**config.mk**
```make
export PLATFORM = sky130hd
export DESIGN_NAME = dcache_port_arbiter_flat
export DESIGN_NICKNAME = d
export VERILOG_FILES = /design/src/rtl/dcache_port_arbiter_if.sv /design/src/rtl/dcache_port_arbiter.sv /design/src/flat_wrapper.sv
export SDC_FILE = /design/constraint.sdc
export NUM_CORES = 1
export LEC_CHECK = 0
export ABC_AREA = 1
export CELL_PAD_IN_SITES_DETAIL_PLACEMENT = 2
export CELL_PAD_IN_SITES_GLOBAL_PLACEMENT = 2
export CORE_ASPECT_RATIO = 0.6
export CORE_MARGIN = 2
export CORE_UTILIZATION = 22
export DETAILED_ROUTE_END_ITERATION = 8
export MAX_ROUTING_LAYER = met4
export PLACE_DENSITY_LB_ADDON = 0.05
export SLEW_MARGIN = 20
export SYNTH_ARGS = -nofsm -noshare
export SYNTH_HDL_FRONTEND = slang
export SYNTH_SLANG_ARGS = --single-unit
```
**constraint.sdc**
```tcl
create_clock -name clk -period 3.2 [get_ports clk]
set_clock_uncertainty 0.15 [all_clocks]
set_input_delay 0.64 -clock clk [delete_from_list [all_inputs] [get_ports clk]]
set_output_delay 0.64 -clock clk [all_outputs]
set_load 0.05 [all_outputs]
```
**src/rtl/dcache_port_arbiter_if.sv**
```systemverilog
// Core-side bus bundle for dcache_port_arbiter.
// Carries both requester ports (m0 = Memory-stage loads, m1 = Writeback-stage stores)
// and the single data-cache core bus.
//   master : arbiter side (consumes requests and cache responses, drives acks and the cache bus)
//   slave  : environment side (requesters plus cache)
interface dcache_port_arbiter_if #(
  parameter int unsigned ADDR_WIDTH = 64,
  parameter int unsigned DATA_WIDTH = 64,
  parameter int unsigned TAG_WIDTH  = 13
);
  logic                  m0_reqcyc;
  logic [ADDR_WIDTH-1:0] m0_req;
  logic [TAG_WIDTH-1:0]  m0_reqtag;
  logic                  m0_reqack;
  logic                  m0_respcyc;
  logic [DATA_WIDTH-1:0] m0_resp;

  logic                  m1_reqcyc;
  logic [ADDR_WIDTH-1:0] m1_req;
  logic [TAG_WIDTH-1:0]  m1_reqtag;
  logic                  m1_reqack;
  logic                  m1_respcyc;
  logic [DATA_WIDTH-1:0] m1_resp;

  logic                  c_reqcyc;
  logic [ADDR_WIDTH-1:0] c_req;
  logic [TAG_WIDTH-1:0]  c_reqtag;
  logic                  c_reqack;
  logic                  c_respcyc;
  logic [DATA_WIDTH-1:0] c_resp;
  logic                  c_respack;

  modport master (
    input  m0_reqcyc, m0_req, m0_reqtag, m1_reqcyc, m1_req, m1_reqtag,
    input  c_reqack, c_respcyc, c_resp,
    output m0_reqack, m0_respcyc, m0_resp, m1_reqack, m1_respcyc, m1_resp,
    output c_reqcyc, c_req, c_reqtag, c_respack
  );

  modport slave (
    output m0_reqcyc, m0_req, m0_reqtag, m1_reqcyc, m1_req, m1_reqtag,
    output c_reqack, c_respcyc, c_resp,
    input  m0_reqack, m0_respcyc, m0_resp, m1_reqack, m1_respcyc, m1_resp,
    input  c_reqcyc, c_req, c_reqtag, c_respack
  );
endinterface

```
**src/rtl/dcache_port_arbiter.sv**
```systemverilog
// Two-port round-robin arbiter in front of the data-cache core bus.
// One transaction outstanding at a time; the winning request is registered onto the
// cache bus and the single response beat is returned to the owning port only.
// Ports:
//   clk, reset            : clock, synchronous active-high reset
//   bus (master modport)  : requester ports m0/m1 and the cache bus
//   busy                  : high whenever the FSM is not idle
//   owner                 : port owning the current/last transaction
//   grant_cnt0/grant_cnt1 : wrapping grant counters per port
module dcache_port_arbiter (
  input  logic                  clk,
  input  logic                  reset,
  dcache_port_arbiter_if.master bus,
  output logic                  busy,
  output logic                  owner,
  output logic [31:0]           grant_cnt0,
  output logic [31:0]           grant_cnt1
);

  typedef enum logic [1:0] {StIdle, StReq, StResp} state_e;

  state_e state;
  logic   lastGrant;
  logic   winner;
  logic [$bits(bus.c_resp)-1:0] respData;

  // On a tie the port that did not win last time goes; otherwise whoever is asking.
  assign winner = (bus.m0_reqcyc && bus.m1_reqcyc) ? ~lastGrant : bus.m1_reqcyc;

  // Both ports see the same response register; only the owner's respcyc qualifies it.
  assign bus.m0_resp = respData;
  assign bus.m1_resp = respData;

  always_ff @(posedge clk) begin
    if (reset) begin
      state          <= StIdle;
      lastGrant      <= 1'b1;
      owner          <= 1'b0;
      busy           <= 1'b0;
      grant_cnt0     <= '0;
      grant_cnt1     <= '0;
      respData       <= '0;
      bus.c_reqcyc   <= 1'b0;
      bus.c_req      <= '0;
      bus.c_reqtag   <= '0;
      bus.c_respack  <= 1'b0;
      bus.m0_reqack  <= 1'b0;
      bus.m1_reqack  <= 1'b0;
      bus.m0_respcyc <= 1'b0;
      bus.m1_respcyc <= 1'b0;
    end else begin
      bus.m0_reqack  <= 1'b0;
      bus.m1_reqack  <= 1'b0;
      bus.m0_respcyc <= 1'b0;
      bus.m1_respcyc <= 1'b0;
      bus.c_respack  <= 1'b0;
      case (state)
        StIdle: begin
          if (bus.m0_reqcyc || bus.m1_reqcyc) begin
            bus.c_req     <= winner ? bus.m1_req : bus.m0_req;
            bus.c_reqtag  <= winner ? bus.m1_reqtag : bus.m0_reqtag;
            bus.c_reqcyc  <= 1'b1;
            bus.m0_reqack <= ~winner;
            bus.m1_reqack <= winner;
            owner         <= winner;
            lastGrant     <= winner;
            busy          <= 1'b1;
            if (winner) grant_cnt1 <= grant_cnt1 + 32'd1;
            else        grant_cnt0 <= grant_cnt0 + 32'd1;
            state         <= StReq;
          end
        end
        StReq: begin
          // A response arriving together with the ack is picked up from RESP instead.
          if (bus.c_reqack) begin
            bus.c_reqcyc <= 1'b0;
            state        <= StResp;
          end
        end
        StResp: begin
          if (bus.c_respcyc) begin
            respData       <= bus.c_resp;
            bus.m0_respcyc <= ~owner;
            bus.m1_respcyc <= owner;
            bus.c_respack  <= 1'b1;
            busy           <= 1'b0;
            state          <= StIdle;
          end
        end
        default: state <= StIdle;
      endcase
    end
  end

  // A requester must hold reqcyc until it has seen its reqack.
  m0HoldReq: assert property (@(posedge clk) disable iff (reset)
    bus.m0_reqcyc && !bus.m0_reqack |=> bus.m0_reqcyc)
    else $error("m0_reqcyc dropped before m0_reqack");
  m1HoldReq: assert property (@(posedge clk) disable iff (reset)
    bus.m1_reqcyc && !bus.m1_reqack |=> bus.m1_reqcyc)
    else $error("m1_reqcyc dropped before m1_reqack");
  oneRespPort: assert property (@(posedge clk) !(bus.m0_respcyc && bus.m1_respcyc))
    else $error("response delivered to both ports");

endmodule
```
**src/flat_wrapper.sv**
```systemverilog
// flat-port wrapper written by rule: the top's interface ports become plain ports
module dcache_port_arbiter_flat 
  (clk, reset, busy, owner, grant_cnt0, grant_cnt1, bus_m0_reqcyc, bus_m0_req, bus_m0_reqtag, bus_m1_reqcyc, bus_m1_req, bus_m1_reqtag, bus_c_reqack, bus_c_respcyc, bus_c_resp, bus_m0_reqack, bus_m0_respcyc, bus_m0_resp, bus_m1_reqack, bus_m1_respcyc, bus_m1_resp, bus_c_reqcyc, bus_c_req, bus_c_reqtag, bus_c_respack);
  dcache_port_arbiter_if bus_i ();
  input  logic clk;
  input  logic reset;
  output logic busy;
  output logic owner;
  output logic [31:0] grant_cnt0;
  output logic [31:0] grant_cnt1;
  input wire logic [$bits(bus_i.m0_reqcyc)-1:0] bus_m0_reqcyc;
  input wire logic [$bits(bus_i.m0_req)-1:0] bus_m0_req;
  input wire logic [$bits(bus_i.m0_reqtag)-1:0] bus_m0_reqtag;
  input wire logic [$bits(bus_i.m1_reqcyc)-1:0] bus_m1_reqcyc;
  input wire logic [$bits(bus_i.m1_req)-1:0] bus_m1_req;
  input wire logic [$bits(bus_i.m1_reqtag)-1:0] bus_m1_reqtag;
  input wire logic [$bits(bus_i.c_reqack)-1:0] bus_c_reqack;
  input wire logic [$bits(bus_i.c_respcyc)-1:0] bus_c_respcyc;
  input wire logic [$bits(bus_i.c_resp)-1:0] bus_c_resp;
  output wire logic [$bits(bus_i.m0_reqack)-1:0] bus_m0_reqack;
  output wire logic [$bits(bus_i.m0_respcyc)-1:0] bus_m0_respcyc;
  output wire logic [$bits(bus_i.m0_resp)-1:0] bus_m0_resp;
  output wire logic [$bits(bus_i.m1_reqack)-1:0] bus_m1_reqack;
  output wire logic [$bits(bus_i.m1_respcyc)-1:0] bus_m1_respcyc;
  output wire logic [$bits(bus_i.m1_resp)-1:0] bus_m1_resp;
  output wire logic [$bits(bus_i.c_reqcyc)-1:0] bus_c_reqcyc;
  output wire logic [$bits(bus_i.c_req)-1:0] bus_c_req;
  output wire logic [$bits(bus_i.c_reqtag)-1:0] bus_c_reqtag;
  output wire logic [$bits(bus_i.c_respack)-1:0] bus_c_respack;
  assign bus_i.m0_reqcyc = bus_m0_reqcyc;
  assign bus_i.m0_req = bus_m0_req;
  assign bus_i.m0_reqtag = bus_m0_reqtag;
  assign bus_i.m1_reqcyc = bus_m1_reqcyc;
  assign bus_i.m1_req = bus_m1_req;
  assign bus_i.m1_reqtag = bus_m1_reqtag;
  assign bus_i.c_reqack = bus_c_reqack;
  assign bus_i.c_respcyc = bus_c_respcyc;
  assign bus_i.c_resp = bus_c_resp;
  assign bus_m0_reqack = bus_i.m0_reqack;
  assign bus_m0_respcyc = bus_i.m0_respcyc;
  assign bus_m0_resp = bus_i.m0_resp;
  assign bus_m1_reqack = bus_i.m1_reqack;
  assign bus_m1_respcyc = bus_i.m1_respcyc;
  assign bus_m1_resp = bus_i.m1_resp;
  assign bus_c_reqcyc = bus_i.c_reqcyc;
  assign bus_c_req = bus_i.c_req;
  assign bus_c_reqtag = bus_i.c_reqtag;
  assign bus_c_respack = bus_i.c_respack;
  dcache_port_arbiter u_core (.clk(clk), .reset(reset), .bus(bus_i), .busy(busy), .owner(owner), .grant_cnt0(grant_cnt0), .grant_cnt1(grant_cnt1));
endmodule
```
==> impl_metrics.csv <==
group,metric,value,unit
sta,report.final.setup_viol,0,
worst_setup_path,worst-r2r-setup-slack,1.04,ns
detailed_routing,post_drt_via_cell_ratio,4.45,
detailed_routing,drt_pass1_iterations,4,
detailed_routing,wl_per_cell,19.4,um
clock_tree,clock_insertion_delay_worst_skew,0.56,ns
synth,netlist-cell-type-count,32,
global_routing,met1_usage,25.4,%
layout,fin_area,15600,um2
clock_tree,clock_tree.root_cell,"clkbuf_16",
clock_tree,clkTransAtPathRegs,0.06,ns
sta,final_max_tran_viols,0,
sta,slew_headroom,50.0,%
synth,syn-mean-instance-area,6.95,um2
floorplanning,core.rowCount,59,
placed_design,postPlaceCellArea,14800,um2
outcome,run_status,"finished clean",
global_routing,grt_first_pass_wirelength,70.7,mm
global_routing,grt_antenna_before_repair,6,
global_routing,grt_busiest_layer,"met2",
layout,area_growth,61.1,%
worst_setup_path,cpPeakStageDelay,0.89,ns
layout,nets,2032,
synth,synthesis.nets,1621,
clock_tree,post-cts-setup-buffer-count,0,
floorplanning,floorplan.initialDensity,22.3,%
global_routing,grt_pass1_vias,11491,
worst_setup_path,endpoint,"grant_cnt0[15]",
clock_tree,cts.hold.buffers_added,0,
worst_setup_path,worstPathCellList,"clkdlybuf4s50_1",
sta,maxClockFrequency,365,MHz
pwr,cellPowerDensity,527,nW/um2
synth,synthesis.instances,1395,
worst_setup_path,setup.worst_path.end_class,"output pin",
floorplanning,die_area,45800,um2
global_routing,gr-usage-met2,34.3,%
global_routing,pin_count_of_the_biggest_net_entering_global_routing,81,
worst_setup_path,setup.worst_path.start,"u_core.grant_cnt0[15]",
layout,layout.filler_cells,5018,
floorplanning,num_io_pins,501,
global_routing,grt_util_met3,3.09,%
floorplanning,die-height,167,um
detailed_routing,total_length_of_routed_wires,46.7,mm
clock_tree,htree_num_levels,1,
detailed_routing,detail-route-antenna-nets,0,
global_routing,grt.overflow.total,0,
worst_setup_path,reg2regPathDepth,8,
detailed_routing,detailed_route_drc_error_count,0,
worst_setup_path,worst_setup_path_start_kind,"flip-flop",
floorplanning,floorplan.core_area,43400,um2
detailed_routing,detailroute.via_count,10715,
flow_run,maxCapViolCount,0,
detailed_routing,detail_route.iter0.violations,350,
worst_hold_path,timing.hold.worst_path_depth,2,
pwr,max-vdd-ir-drop,0.000258,V
sta,final_period_minus_worst_setup_slack,2.74,ns
sta,timing.final.crit_share,85.7,%
synth,syn_area,9700,um2
worst_hold_path,holdCritPathClass,"flip-flop to flip-flop",
clock_tree,clkSinkCount,216,
worst_setup_path,path_depth,1,
synth,yosys_warnings,0,
clock_tree,number_of_gates_resized_after_cts,0,
clock_tree,numCtsBuffers,25,
sta,hold_violations,0,
placed_design,finalWeightedCongestion,0.802,
clock_tree,cts_max_path_buffers,3,
worst_setup_path,cpLargestDelayFamily,"buffers and inverters",
sta,worst-slew-pin-transition,0.747,ns
synth,synth-seq-cells,216,
worst_setup_path,timing.critical_path.required,2.41,ns
worst_setup_path,critPathKind,"flip-flop to output pin",
sta,setup_repair_after_global_routing_missed_its_margin,"no",
worst_setup_path,data_arrival_time_of_the_critical_path,1.95,ns
placed_design,place.detailed.hpwl,35.7,mm
global_routing,grt.total_usage,20.4,%
pwr,power.leakage,5.86,nW
worst_setup_path,reg2reg_to,"u_core.grant_cnt1[21]",
worst_setup_path,worst-path-max-fanout,6,
floorplanning,die_x,275,um
placed_design,port_buffers,500,
sta,totalNegativeSetupSlack,0,ns
clock_tree,cts_tree,"yes",
worst_setup_path,critical_path.reg2reg.startpoint,"u_core.grant_cnt1[6]",
synth,register_area_share_after_synthesis,44.6,%
layout,fraction_of_final_layout_cells_sized_beyond_drive_strength_1,4.50,%
worst_setup_path,slowest_stage,"clkdlybuf4s50_1",
worst_setup_path,cp_num_buf_inv,1,
-- cells in the mapped netlist --
| master | number | share of area (%) |
|---|---|---|
| a211oi_1 | 1 | 0.077 |
| a21oi_1 | 30 | 1.5 |
| a31oi_1 | 80 | 5.2 |
| and2_1 | 2 | 0.13 |
| and3_1 | 1 | 0.065 |
| buf_1 | 9 | 0.35 |
| buf_2 | 12 | 0.62 |
| buf_4 | 69 | 5.3 |
| buf_6 | 6 | 0.70 |
| clkbuf_1 | 35 | 1.4 |
| dfxtp_1 | 216 | 45 |
| ha_1 | 2 | 0.26 |
| inv_1 | 86 | 3.3 |
| inv_2 | 3 | 0.12 |
| nand2_1 | 393 | 15 |
| nand2_2 | 4 | 0.26 |
| nand2_4 | 1 | 0.12 |
| nand3_1 | 42 | 2.2 |
| nand3_4 | 1 | 0.18 |
| nand3b_1 | 3 | 0.23 |
| nand4_1 | 20 | 1.3 |
| nand4_2 | 1 | 0.13 |
| nor2_1 | 258 | 10 |
| nor2_2 | 8 | 0.52 |
| nor2_4 | 5 | 0.58 |
| nor3_1 | 10 | 0.52 |
| nor3_2 | 1 | 0.10 |
| nor3b_1 | 3 | 0.23 |
| o21a_1 | 1 | 0.077 |
| o21ai_0 | 84 | 4.3 |
| o21ai_1 | 6 | 0.31 |
| o21bai_1 | 2 | 0.15 |
-- where the power goes --
part           switching (mW)  leakage (nW)  internal [mW]  total (mW)
sequential              0.137          1.76           2.88        3.02
clock                    1.24         0.407           1.69        2.93
combinational            1.47          3.69          0.810        2.28
total                    2.85          5.86           5.38        8.23
-- how the worst min path moves through the flow --
stage,end,slack (ns),start
2_1_floorplan,u_core.lastGrant,0.30,u_core.lastGrant
3_3_place_gp,u_core.bus.c_req[52],0.31,u_core.bus.c_req[52]
3_5_place_dp,u_core.bus.c_req[52],0.32,u_core.bus.c_req[52]
4_1_cts,u_core.bus.c_req[52],0.33,u_core.bus.c_req[52]
5_1_grt,u_core.bus.c_req[52],0.35,u_core.bus.c_req[52]
6_report,u_core.bus.c_req[52],0.33,u_core.bus.c_req[52]
-- per-layer routing --
metal	wire length, um	part of all wire, %
met1	20700	44
met2	23400	50
met3	1360	2.9
met4	1220	2.6
met5	0	0
-- sequential cells by signal (all words and copies together) (netlist names), 2 cells and up --
| register | count |
|---|---|
| u_core.bus.c_reqtag | 13 |
| u_core.bus.m0_resp | 64 |
| u_core.grant_cnt1 | 32 |
| u_core.bus.c_req | 64 |
| u_core.grant_cnt0 | 32 |
| u_core.state | 2 |
-- stage by stage --
stage | power, mW | worst slack [ns] | hold WS, ns | cells | utilization, %
2_1_floorplan | 4.46 | 1.16 | 0.301 | 1395 | -
3_3_place_gp | 5.35 | 0.513 | 0.310 | 2358 | 34.1
3_5_place_dp | 5.39 | 0.428 | 0.324 | 2358 | 34.1
4_1_cts | 8.40 | 0.435 | 0.334 | 2401 | 36.0
5_1_grt | 8.64 | 0.393 | 0.347 | 2407 | 36.0
6_report | 8.23 | 0.459 | 0.327 | 2407 | 36.0
-- logic make-up (layout without fill, tap and decap cells) --
group                      count (synthesis)  count (layout)  synth area share (%)
adders and majority gates                  2               2                 0.258
and+or+nand+nor                          753             753                  31.7
DFF                                      216             216                  44.6
buffers and inverters                    220             647                  11.8
other                                      0               6                     0
AOI/OAI and AO/OA                        204             204                  11.7
-- layout make-up --
| cell class | count | area [um2] | area share (%) |
|---|---|---|---|
| inverters | 89 | 337 | 2.15 |
| repair buffers | 515 | 5180 | 33.1 |
| flip-flops and latches | 216 | 4320 | 27.7 |
| multi-input cells | 959 | 4240 | 27.1 |
| clock buffers | 36 | 747 | 4.78 |
| diodes | 6 | 15.0 | 0.0961 |
| well taps | 579 | 724 | 4.64 |
| clock inverters | 7 | 63.8 | 0.408 |
-- placed cells by master, fill, tap and decap left out, types with 2 or more instances in the layout --
| master | Yosys | layout |
|---|---|---|
| o21ai_0 | 84 | 84 |
| a31oi_1 | 80 | 80 |
| clkinv_2 | 0 | 5 |
| clkbuf_16 | 0 | 25 |
| o21ai_1 | 6 | 6 |
| nor3_1 | 10 | 10 |
| nand3b_1 | 3 | 3 |
| nor2_4 | 5 | 5 |
| buf_12 | 0 | 5 |
| nor2_1 | 258 | 258 |
| buf_4 | 69 | 11 |
| nand2_1 | 393 | 393 |
| inv_2 | 3 | 4 |
| diode_2 | 0 | 6 |
| clkdlybuf4s50_1 | 0 | 499 |
| nor3b_1 | 3 | 3 |
| a21oi_1 | 30 | 30 |
| nor2_2 | 8 | 8 |
| nand3_1 | 42 | 42 |
| dfxtp_1 | 216 | 216 |
| o21bai_1 | 2 | 2 |
| clkbuf_1 | 35 | 3 |
| inv_1 | 86 | 84 |
| and2_1 | 2 | 2 |
| nand4_1 | 20 | 20 |
| nand2_2 | 4 | 4 |
| ha_1 | 2 | 2 |
| clkbuf_8 | 0 | 8 |
No activity file was read; power rests on OpenSTA's default activity.
